$ cat src/rtl/pipeline_ctrl.sv
// Pipeline stage-enable and flush controller: redirect sequencing, stall watchdog, perf counters.
// Optional perf counters are enabled by defining PIPE_PERF_CNT_EN.
module pipeline_ctrl #(
  parameter int unsigned BR_FLUSH_CYCLES = 1,
  parameter int unsigned MAX_STALL       = 16,
  parameter int unsigned CNT_W           = 32
) (
  input  logic             clk,
  input  logic             rst_n,
  input  logic             hz_stall,
  input  logic             hz_flush_id_ex,
  input  logic             br_taken,
  input  logic             dmem_busy,
  output logic             pc_we,
  output logic             pc_sel_br,
  output logic             if_id_we,
  output logic             if_id_flush,
  output logic             id_ex_we,
  output logic             id_ex_flush,
  output logic             ex_mem_we,
  output logic             stall_timeout,
  output logic [CNT_W-1:0] stall_cnt,
  output logic [CNT_W-1:0] flush_cnt
);

  typedef enum logic [1:0] {StRun, StRedirect, StFreeze} state_e;

  localparam logic [1:0] BrFlushLeft = 2'(BR_FLUSH_CYCLES - 1);
  localparam logic [7:0] MaxStall    = 8'(MAX_STALL);

  state_e     state_q, state_d;
  logic [1:0] flush_left_q, flush_left_d;
  logic       ret_redirect_q, ret_redirect_d;
  logic [7:0] stall_run_q, stall_run_d;
  logic       timeout_q, timeout_d;
  logic       in_redirect;

  always_ff @(posedge clk) begin
    if (!rst_n) begin
      state_q        <= StRun;
      flush_left_q   <= 2'd0;
      ret_redirect_q <= 1'b0;
      stall_run_q    <= 8'd0;
      timeout_q      <= 1'b0;
    end else begin
      state_q        <= state_d;
      flush_left_q   <= flush_left_d;
      ret_redirect_q <= ret_redirect_d;
      stall_run_q    <= stall_run_d;
      timeout_q      <= timeout_d;
    end
  end

  always_comb begin
    pc_we          = 1'b1;
    pc_sel_br      = 1'b0;
    if_id_we       = 1'b1;
    if_id_flush    = 1'b0;
    id_ex_we       = 1'b1;
    id_ex_flush    = 1'b0;
    ex_mem_we      = 1'b1;
    state_d        = state_q;
    flush_left_d   = flush_left_q;
    ret_redirect_d = ret_redirect_q;
    stall_run_d    = stall_run_q;
    timeout_d      = timeout_q | (stall_run_q >= MaxStall);
    in_redirect    = 1'b0;

    if (!rst_n) begin
      pc_we       = 1'b0;
      if_id_we    = 1'b0;
      if_id_flush = 1'b1;
      id_ex_we    = 1'b0;
      id_ex_flush = 1'b1;
      ex_mem_we   = 1'b0;
    end else if (dmem_busy) begin
      pc_we     = 1'b0;
      if_id_we  = 1'b0;
      id_ex_we  = 1'b0;
      ex_mem_we = 1'b0;
      if (state_q != StFreeze) begin
        state_d        = StFreeze;
        ret_redirect_d = (state_q == StRedirect);
      end
    end else begin
      // The freeze-release cycle behaves as RUN; the redirect remainder resumes next cycle.
      if (state_q == StFreeze) begin
        state_d = ret_redirect_q ? StRedirect : StRun;
      end else begin
        in_redirect = (state_q == StRedirect);
      end

      if (hz_stall) begin
        stall_run_d = (stall_run_q == 8'hff) ? stall_run_q : stall_run_q + 8'd1;
      end else begin
        stall_run_d = 8'd0;
      end

      id_ex_flush = hz_flush_id_ex;

      if (hz_stall) begin
        pc_we       = 1'b0;
        if_id_we    = 1'b0;
        id_ex_flush = 1'b1;
      end else if (br_taken && !in_redirect) begin
        pc_sel_br   = 1'b1;
        if_id_flush = 1'b1;
        if (BR_FLUSH_CYCLES > 1) begin
          flush_left_d = BrFlushLeft;
          state_d      = StRedirect;
        end else begin
          state_d = StRun;
        end
      end else if (in_redirect) begin
        if_id_flush  = 1'b1;
        flush_left_d = flush_left_q - 2'd1;
        if (flush_left_q <= 2'd1) begin
          flush_left_d = 2'd0;
          state_d      = StRun;
        end
      end
    end
  end

  assign stall_timeout = timeout_q;

`ifdef PIPE_PERF_CNT_EN
  logic [CNT_W-1:0] stall_cnt_q, flush_cnt_q;
  logic             stall_inc, flush_inc;

  assign stall_inc = rst_n & ~dmem_busy & hz_stall;
  assign flush_inc = rst_n & if_id_flush;

  always_ff @(posedge clk) begin
    if (!rst_n) begin
      stall_cnt_q <= '0;
      flush_cnt_q <= '0;
    end else begin
      if (stall_inc && (stall_cnt_q != '1)) stall_cnt_q <= stall_cnt_q + CNT_W'(1);
      if (flush_inc && (flush_cnt_q != '1)) flush_cnt_q <= flush_cnt_q + CNT_W'(1);
    end
  end

  assign stall_cnt = stall_cnt_q;
  assign flush_cnt = flush_cnt_q;
`else
  assign stall_cnt = '0;
  assign flush_cnt = '0;
`endif

endmodule

$ cat config.mk
export PLATFORM = sky130hd
export DESIGN_NAME = pipeline_ctrl
export DESIGN_NICKNAME = d
export VERILOG_FILES = /design/src/rtl/pipeline_ctrl.sv
export SDC_FILE = /design/constraint.sdc
export NUM_CORES = 1
export LEC_CHECK = 0
export CORE_MARGIN = 1
export CORE_UTILIZATION = 41
export CTS_BUF_LIST = sky130_fd_sc_hd__clkbuf_16
export DETAILED_ROUTE_END_ITERATION = 16
export PLACE_DENSITY_LB_ADDON = 0.1
export REMOVE_ABC_BUFFERS = 1
export SYNTH_ARGS = -nofsm -noshare
export SYNTH_HDL_FRONTEND = slang
export SYNTH_SLANG_ARGS = --single-unit
export TNS_END_PERCENT = 30
$ cat constraint.sdc
create_clock -name clk -period 2.36 [get_ports clk]
set_input_delay 0.472 -clock clk [delete_from_list [all_inputs] [get_ports clk]]
set_output_delay 0.472 -clock clk [all_outputs]
set_load 0.05 [all_outputs]
* After elaboration in Yosys (flattened, before gate mapping)
Index checks and enable logic that the tools add are counted.
Word-level totals: register bits after elaboration 14, bits of input ports 6, output and inout port bits 72
Operators by class: $add $sub $neg 2, order comparisons 2, equality and inequality tests 6, multiplexer cells 31, bitwise gates (word level) 4, reduce and logical (&&, ||, !) cells 5
Operators with widths (count):
- 1-bit 2-to-1 mux | 21
- 2-bit 2-to-1 mux | 8
- 8-bit 2-to-1 mux | 2
- 8-bit by 1-bit adder with 8-bit output, second input constant | 1
- 8-bit == test, second input constant | 1
- 8-bit by 5-bit >= comparator with 1-bit output, second input constant | 1
- 2-bit inequality test, second input constant | 2
- 2-bit AND reduction | 2
- 4-bit AND reduction | 1
- 1-bit inverter | 3
- 2-bit by 1-bit == test with 1-bit output, second input constant | 1
- 2-bit == test, second input constant | 1
- 2-bit by 1-bit <= comparator with 1-bit output, second input constant | 1
- 2-bit by 1-bit inequality test with 1-bit output, second input constant | 1
- 2-bit by 1-bit subtractor with 2-bit output, second input constant | 1
- 1-bit logical AND | 1
- 1-bit zero test | 1
- 1-bit OR | 1

* Logic depth before layout (Yosys ltp)
Gate-level depths: netlist of the first run.
depth in word-level cells 10, depth in mapped cells 4, gate-level depth less buffers 4

* Worst setup path after synthesis of the first run
No wires, ideal clock.
path kind input port to output port, start input port rst_n, end output port id_ex_we, data arrival time 1754 ps, required time 1888 ps, path slack 134 ps, stages 3, buffers on the path 2, cells stage by stage buf_2 -> nor2b_1 -> buf_4
Between the ends: word-level cells in the longest chain between the ends 1
Ends and longest elaborated chain:
- start: declaration | RTL line 9 | input logic rst_n,
- 1-bit 2-to-1 mux
- end: declaration | RTL line 18 | output logic id_ex_we,
No other way between the ends.

* Worst setup path after layout of the first run
start input port rst_n, end output port pc_sel_br
Between the ends: word-level cells in the longest chain between the ends 1
Ends and longest elaborated chain:
- 1-bit 2-to-1 mux | RTL line 69 | if (!rst_n) begin
- end: declaration | RTL line 15 | output logic pc_sel_br,
No other way between the ends.

==> reports/results.ini, run 1 <==
[power]
p_sw_share_pct = 42.3
p_per_area_nw_per_um2 = 633
clkPwrFrac_pct = 36.3
power_switching_w = 0.000374
p_int_w = 0.000511
vdd_drop_max_mv = 0.229
pwr-share-seq_pct = 27.5
pwr-share-comb_pct = 36.2
leakage_nw = 0.677

[final_layout]
drive_above_1_share_pct = 14.6
antenna_cells = 0
fillCellCount = 322
num-nets-final = 180
utilization_pct = 46.2
area_growth_pct = 7.09
final_area_um2 = 1400

[sta]
period_needed_ps = 2180
rsz0062_at_grt = no
min_period_over_period_pct = 92.4
whs_ps = 459
tns_ps = 0
hold_viol = 0
slew_violations = 0
skew_ps = 4.13
fmax_ghz = 0.458
setup_viol = 0

[worst_setup_path]
worstPathMaxFanout = 9
cpPeakStageDelay_ps = 650
critPathKind = in2out
crit_slowest_cell = clkdlybuf4s50_1
critPathArrivalTime_ps = 1710
required_ps = 1890
cp_common_cell = and3_1
crit_path_start_kind = primary input
endpoint_kind = output pin
crit_path_cell_trace = clkdlybuf4s50_1 -> and3_1 -> and3_1 -> buf_12

[drt]
wl_per_cell_um = 9.54
drc = 1
drtIter0Drc = 22
dr.pass1.iters = 10
ant_nets = 0
viasPerCell = 3.91
vias = 841
wl_um = 2050

[status]
violations = DRC
status = complete, but fails checks

[clock_tree]
cts_setup_buffers = 0
cts_buffer_depth = 2
holdBufCountCts = 0
htreeDepth = 1
cts_tree = done
clk-insertion-delay-late_ps = 240
clk_pin_slew_ps = 40
cts_buffers = 3
root_buffer = clkbuf_16
cts_resized = 0
clkSinkCount = 14

[die]
ios = 78
core_um2 = 3030
fp.dieH_um = 58.4
die_x_um = 58.4
start_util_pct = 43.1
dieArea_um2 = 3420
rows = 20

[synth]
yosysWarnings = 0
yosys.area.top_type = buf_4
syn_inst = 154
syn_area_um2 = 1310
ys_top_cells_by_area = buf_4 (38%), dfxtp_1 (21%), mux2i_1 (3.8%)
yosysUniqueCellTypes = 39
seq_area_frac_synth_pct = 21.5
ys_seq_elements = 14
syn_avg_cell_area_um2 = 8.48
netlist.area_leader.share_pct = 37.9

[placed_design]
hpwl_um = 1640
io_buffers = 13
placed_cell_area_um2 = 1320
place_congestion = 0.739

[grt]
grt_pass1_vias = 679
antenna_found_initial = 0
grt_pass1_wl_um = 3080
grt_usage_pct = 12.3
gr-total-overflow = 0
grt_max_degree = 10

[min_path]
hp-class = reg2reg

[flow_run]
maxCapViolCount = 0

## Yosys cell counts
library cell / instances
a21o_1: 1
a211oi_2: 1
buf_6: 2
o21ai_1: 1
nor4b_4: 1
or3_1: 1
a21oi_1: 4
inv_1: 6
a31oi_1: 3
and2b_1: 1
and4_1: 1
or2b_1: 1
nor2_1: 1
ha_1: 2
nand2_1: 7
buf_4: 66
dfxtp_1: 14
a21oi_2: 1
and3_2: 2
nand3_1: 1
or4_1: 1
and4_4: 1
mux2i_1: 5
nor2b_1: 4
nand4_1: 4
a31oi_4: 1
or2_2: 1
a21boi_0: 3
nor3_1: 1
buf_2: 1
and3b_1: 1
o211ai_1: 1
conb_1: 1
o21ai_0: 4
nand4b_1: 1
o21a_1: 2
and3_1: 3
nand2b_4: 1
a311oi_1: 1
## cell families (layout without fill, tap and decap cells)
kind of cell | Yosys count | in the layout | synth area share (%)
buffers and inverters | 75 | 29 | 41.8
and+or+nand+nor | 34 | 34 | 17.9
AOI/OAI and AO/OA | 23 | 23 | 12.8
DFF | 14 | 14 | 21.5
muxes | 5 | 5 | 3.83
adders and majority gates | 2 | 2 | 1.92
other | 1 | 64 | 0.287
## area by class of cell
type                    instances  area [µm²]  share of cell area (%)
repair buffers                 19         245                    17.5
flip-flops and latches         14         280                    20.0
clock inverters                 1        3.75                   0.268
inverters                       6        22.5                    1.61
multi-input cells             128         717                    51.3
well taps                      44        55.1                    3.94
clock buffers                   3        75.1                    5.37
## placed cells by master, fill, tap and decap left out, drive strengths merged, types with 5 or more instances in the layout
cell type,instances
nand2,7
dfxtp,14
buf,13
mux2i,5
o21ai,5
inv,6
clkdlybuf4s50,6
conb,64
and3,5
a21oi,5
## path summary, 6_finish.rpt
kind,start,slack [ps],depth (start not counted),to
worst max-delay path,rst_n,180,4,pc_sel_br
worst min-delay path,flush_left_q[1],460,2,flush_left_q[1]
worst max register to register,stall_run_q[0],1050,4,stall_run_q[6]
worst min register to register,flush_left_q[1],460,2,flush_left_q[1]
## power groups by stage
stage / Clock, W / Sequential (W) / Combinational, W
detailed placement: 0 / 0.000248 / 0.000319
global placement: 0 / 0.000248 / 0.000319
global route: 0.000342 / 0.000244 / 0.000333
finish: 0.000322 / 0.000243 / 0.000320
CTS: 0.000331 / 0.000243 / 0.000319
floorplan: 0 / 0.000247 / 0.000262
## per-stage QoR
stage          instances  total power (W)  worst slack (ps)
2_1_floorplan        148         0.000509             -26.3
3_3_place_gp         211         0.000566               219
3_5_place_dp         211         0.000567               185
4_1_cts              215         0.000894               173
5_1_grt              215         0.000919               110
6_report             215         0.000886               179
## worst max-delay path: cells and delay by family
| family | cells | cell delay, ps |
|---|---|---|
| buffers and inverters | 2 | 800 |
| AND/OR/NAND/NOR | 2 | 450 |
## layer usage
metal  GRT usage, %  part of all wire (%)  vias to the layer above  routed length (µm)
li1               -                     -                      424                   -
met1           13.7                    41                      382                 844
met2           20.7                    51                       30                1050
met3           5.93                   6.5                        5                 133
met4           4.08                   1.1                        0                  23
met5              0                     0                        -                   0
## state kept, by name, indices dropped and copies added, names as in the netlist
name and flops:
stall_timeout 1, state_q 2, flush_left_q 2, stall_run_q 8, ret_redirect_q 1
Power figures use the tool's default switching activity.
==> run 2, diff against run 1 <==
--- a/config.mk
+++ b/config.mk
@@ -11,6 +11,7 @@
 export DETAILED_ROUTE_END_ITERATION = 16
 export PLACE_DENSITY_LB_ADDON = 0.1
 export REMOVE_ABC_BUFFERS = 1
+export SKIP_LAST_GASP = 1
 export SYNTH_ARGS = -nofsm -noshare
 export SYNTH_HDL_FRONTEND = slang
 export SYNTH_SLANG_ARGS = --single-unit
==> results of run 2 <==
Final layout, timing and power as in run 1 (identical DEF).
==> run 3, diff against run 2 <==
==> constraint.sdc (replaced) <==
create_clock -name clk -period 2.36 [get_ports clk]
set_input_delay 0.354 -clock clk [delete_from_list [all_inputs] [get_ports clk]]
set_output_delay 0.354 -clock clk [all_outputs]
set_load 0.05 [all_outputs]
==> run 3 against run 2 <==
  * The run still ends with DRC left
  * Power is 0.70% lower
  * Core utilization decreased by 0.37 points
  * Clock power fell by 2%
  * Highest routed layer unchanged
  * First-iteration DRC count decreased by 77%
==> reports/results.ini, run 3 (same netlist as run 1, synthesis figures left out) <==
[placed_design]
place_congestion = 0.758
dp_slack_ps = 371
hpwl_um = 1680
io_buffers = 13
dpl.cell_count = 210

[clock_tree]
cts_tree = done
htreeDepth = 1
cts_buffer_depth = 2
cts_resized = 0
cts_setup_buffers = 0
clk-insertion-delay-late_ps = 240
holdBufCountCts = 0
clkSinkCount = 14
cts_buffers = 3
root_buffer = clkbuf_16
clk_pin_slew_ps = 40

[final_layout]
num-nets-final = 179
antenna_cells = 0
layout_common_cells = conb_1 (64), dfxtp_1 (14), nand2_1 (7), buf_12 (7)
largest-register = stall_run_q
area_growth_pct = 6.23
largest_register_ffs = 8
reg_top3 = stall_run_q x8, flush_left_q x2, state_q x2
drive_above_1_share_pct = 14.2
layout_commonest_cell = conb_1
finalNonFillerCells = 213

[drt]
drtIter0Drc = 5
vias = 839
wl_per_cell_um = 9.64
drc = 1
wl_um = 2050
ant_nets = 0
viasPerCell = 3.94
dr.pass1.iters = 10

[die]
die_x_um = 58.4
ios = 78
dieArea_um2 = 3420
rows = 20
start_util_pct = 43.1
fp.dieH_um = 58.4
core_um2 = 3030

[min_path]
hp-class = reg2reg

[worst_setup_path]
reg2reg_to = stall_run_q[6]
crit_path_cell_trace = clkdlybuf4s50_1 -> o21a_1 -> a31oi_1 -> buf_12
crit_path_start_kind = primary input
reg2reg_depth = 4
endpoint_kind = output pin
cp-endpoint = if_id_flush
startpoint = rst_n
cpPeakStageDelay_ps = 570
critPathKind = in2out
critPathArrivalTime_ps = 1640
rrSetupSlack_ps = 1050
worstPathMaxFanout = 10
required_ps = 2010
r2r_start = stall_run_q[0]
crit_slowest_cell = clkdlybuf4s50_1

[power]
finalPower_w = 0.000879
vdd_drop_max_mv = 0.249
p_per_area_nw_per_um2 = 634
leakage_nw = 0.671

[status]
violations = DRC
status = complete, but fails checks

[sta]
hold_viol = 0
period_needed_ps = 1990
fmax_ghz = 0.502
worst_slack_ps = 369
setup_viol = 0
whs_ps = 457
slew_violations = 0
tns_ps = 0
skew_ps = 1.19
min_period_over_period_pct = 84.4
rsz0062_at_grt = no

[flow_run]
maxCapViolCount = 0

[grt]
grt_pass1_wl_um = 3330
antenna_found_initial = 0
grt_max_degree = 11
grt_usage_pct = 13.0
grt_pass1_vias = 738
gr-total-overflow = 0

==> run 3: cell count changes in the layout (fill, tap and decap cells not counted) <==
cell / delta
buf_4: -1
clkinv_1: -1
==> run 3: cell type report <==
class | instances | area [µm²]
well taps | 44 | 55.1
inverters | 6 | 22.5
multi-input cells | 128 | 717
repair buffers | 18 | 238
flip-flops and latches | 14 | 280
clock buffers | 3 | 75.1
fillers | 310 | 1640
==> run 3: through the flow <==
step           util (%)  cell area [µm²]
2_1_floorplan         -             1020
3_3_place_gp       43.3             1310
3_5_place_dp       43.3             1310
4_1_cts            45.8             1390
5_1_grt            45.8             1390
6_report           45.8             1390
==> run 3: worst min path at each step <==
stage                         start         endpoint  cells after the start
global placement    flush_left_q[1]  flush_left_q[1]                      2
floorplan           flush_left_q[1]  flush_left_q[1]                      2
finish              flush_left_q[1]  flush_left_q[1]                      2
global route        flush_left_q[0]  flush_left_q[1]                      2
CTS                 flush_left_q[1]  flush_left_q[1]                      2
detailed placement  flush_left_q[1]  flush_left_q[1]                      2
==> run 3: critical path, delay by kind of cell <==
family | cells | cell delay, ps
compound gates | 2 | 530
buf+inv | 2 | 750
==> run 3: where the power goes <==
group	internal, W	switching [W]
sequential	0.000240	0.00000356
clock	0.000221	0.0000958
combinational	0.0000460	0.000272
==> run 3: layer usage <==
metal | up-vias | part of all wire [%] | GRT usage [%]
li1 | 417 | - | -
met1 | 387 | 40 | 15.0
met2 | 30 | 53 | 21.8
met3 | 5 | 5.3 | 3.52
met4 | 0 | 1.9 | 7.14
met5 | - | 0 | 0
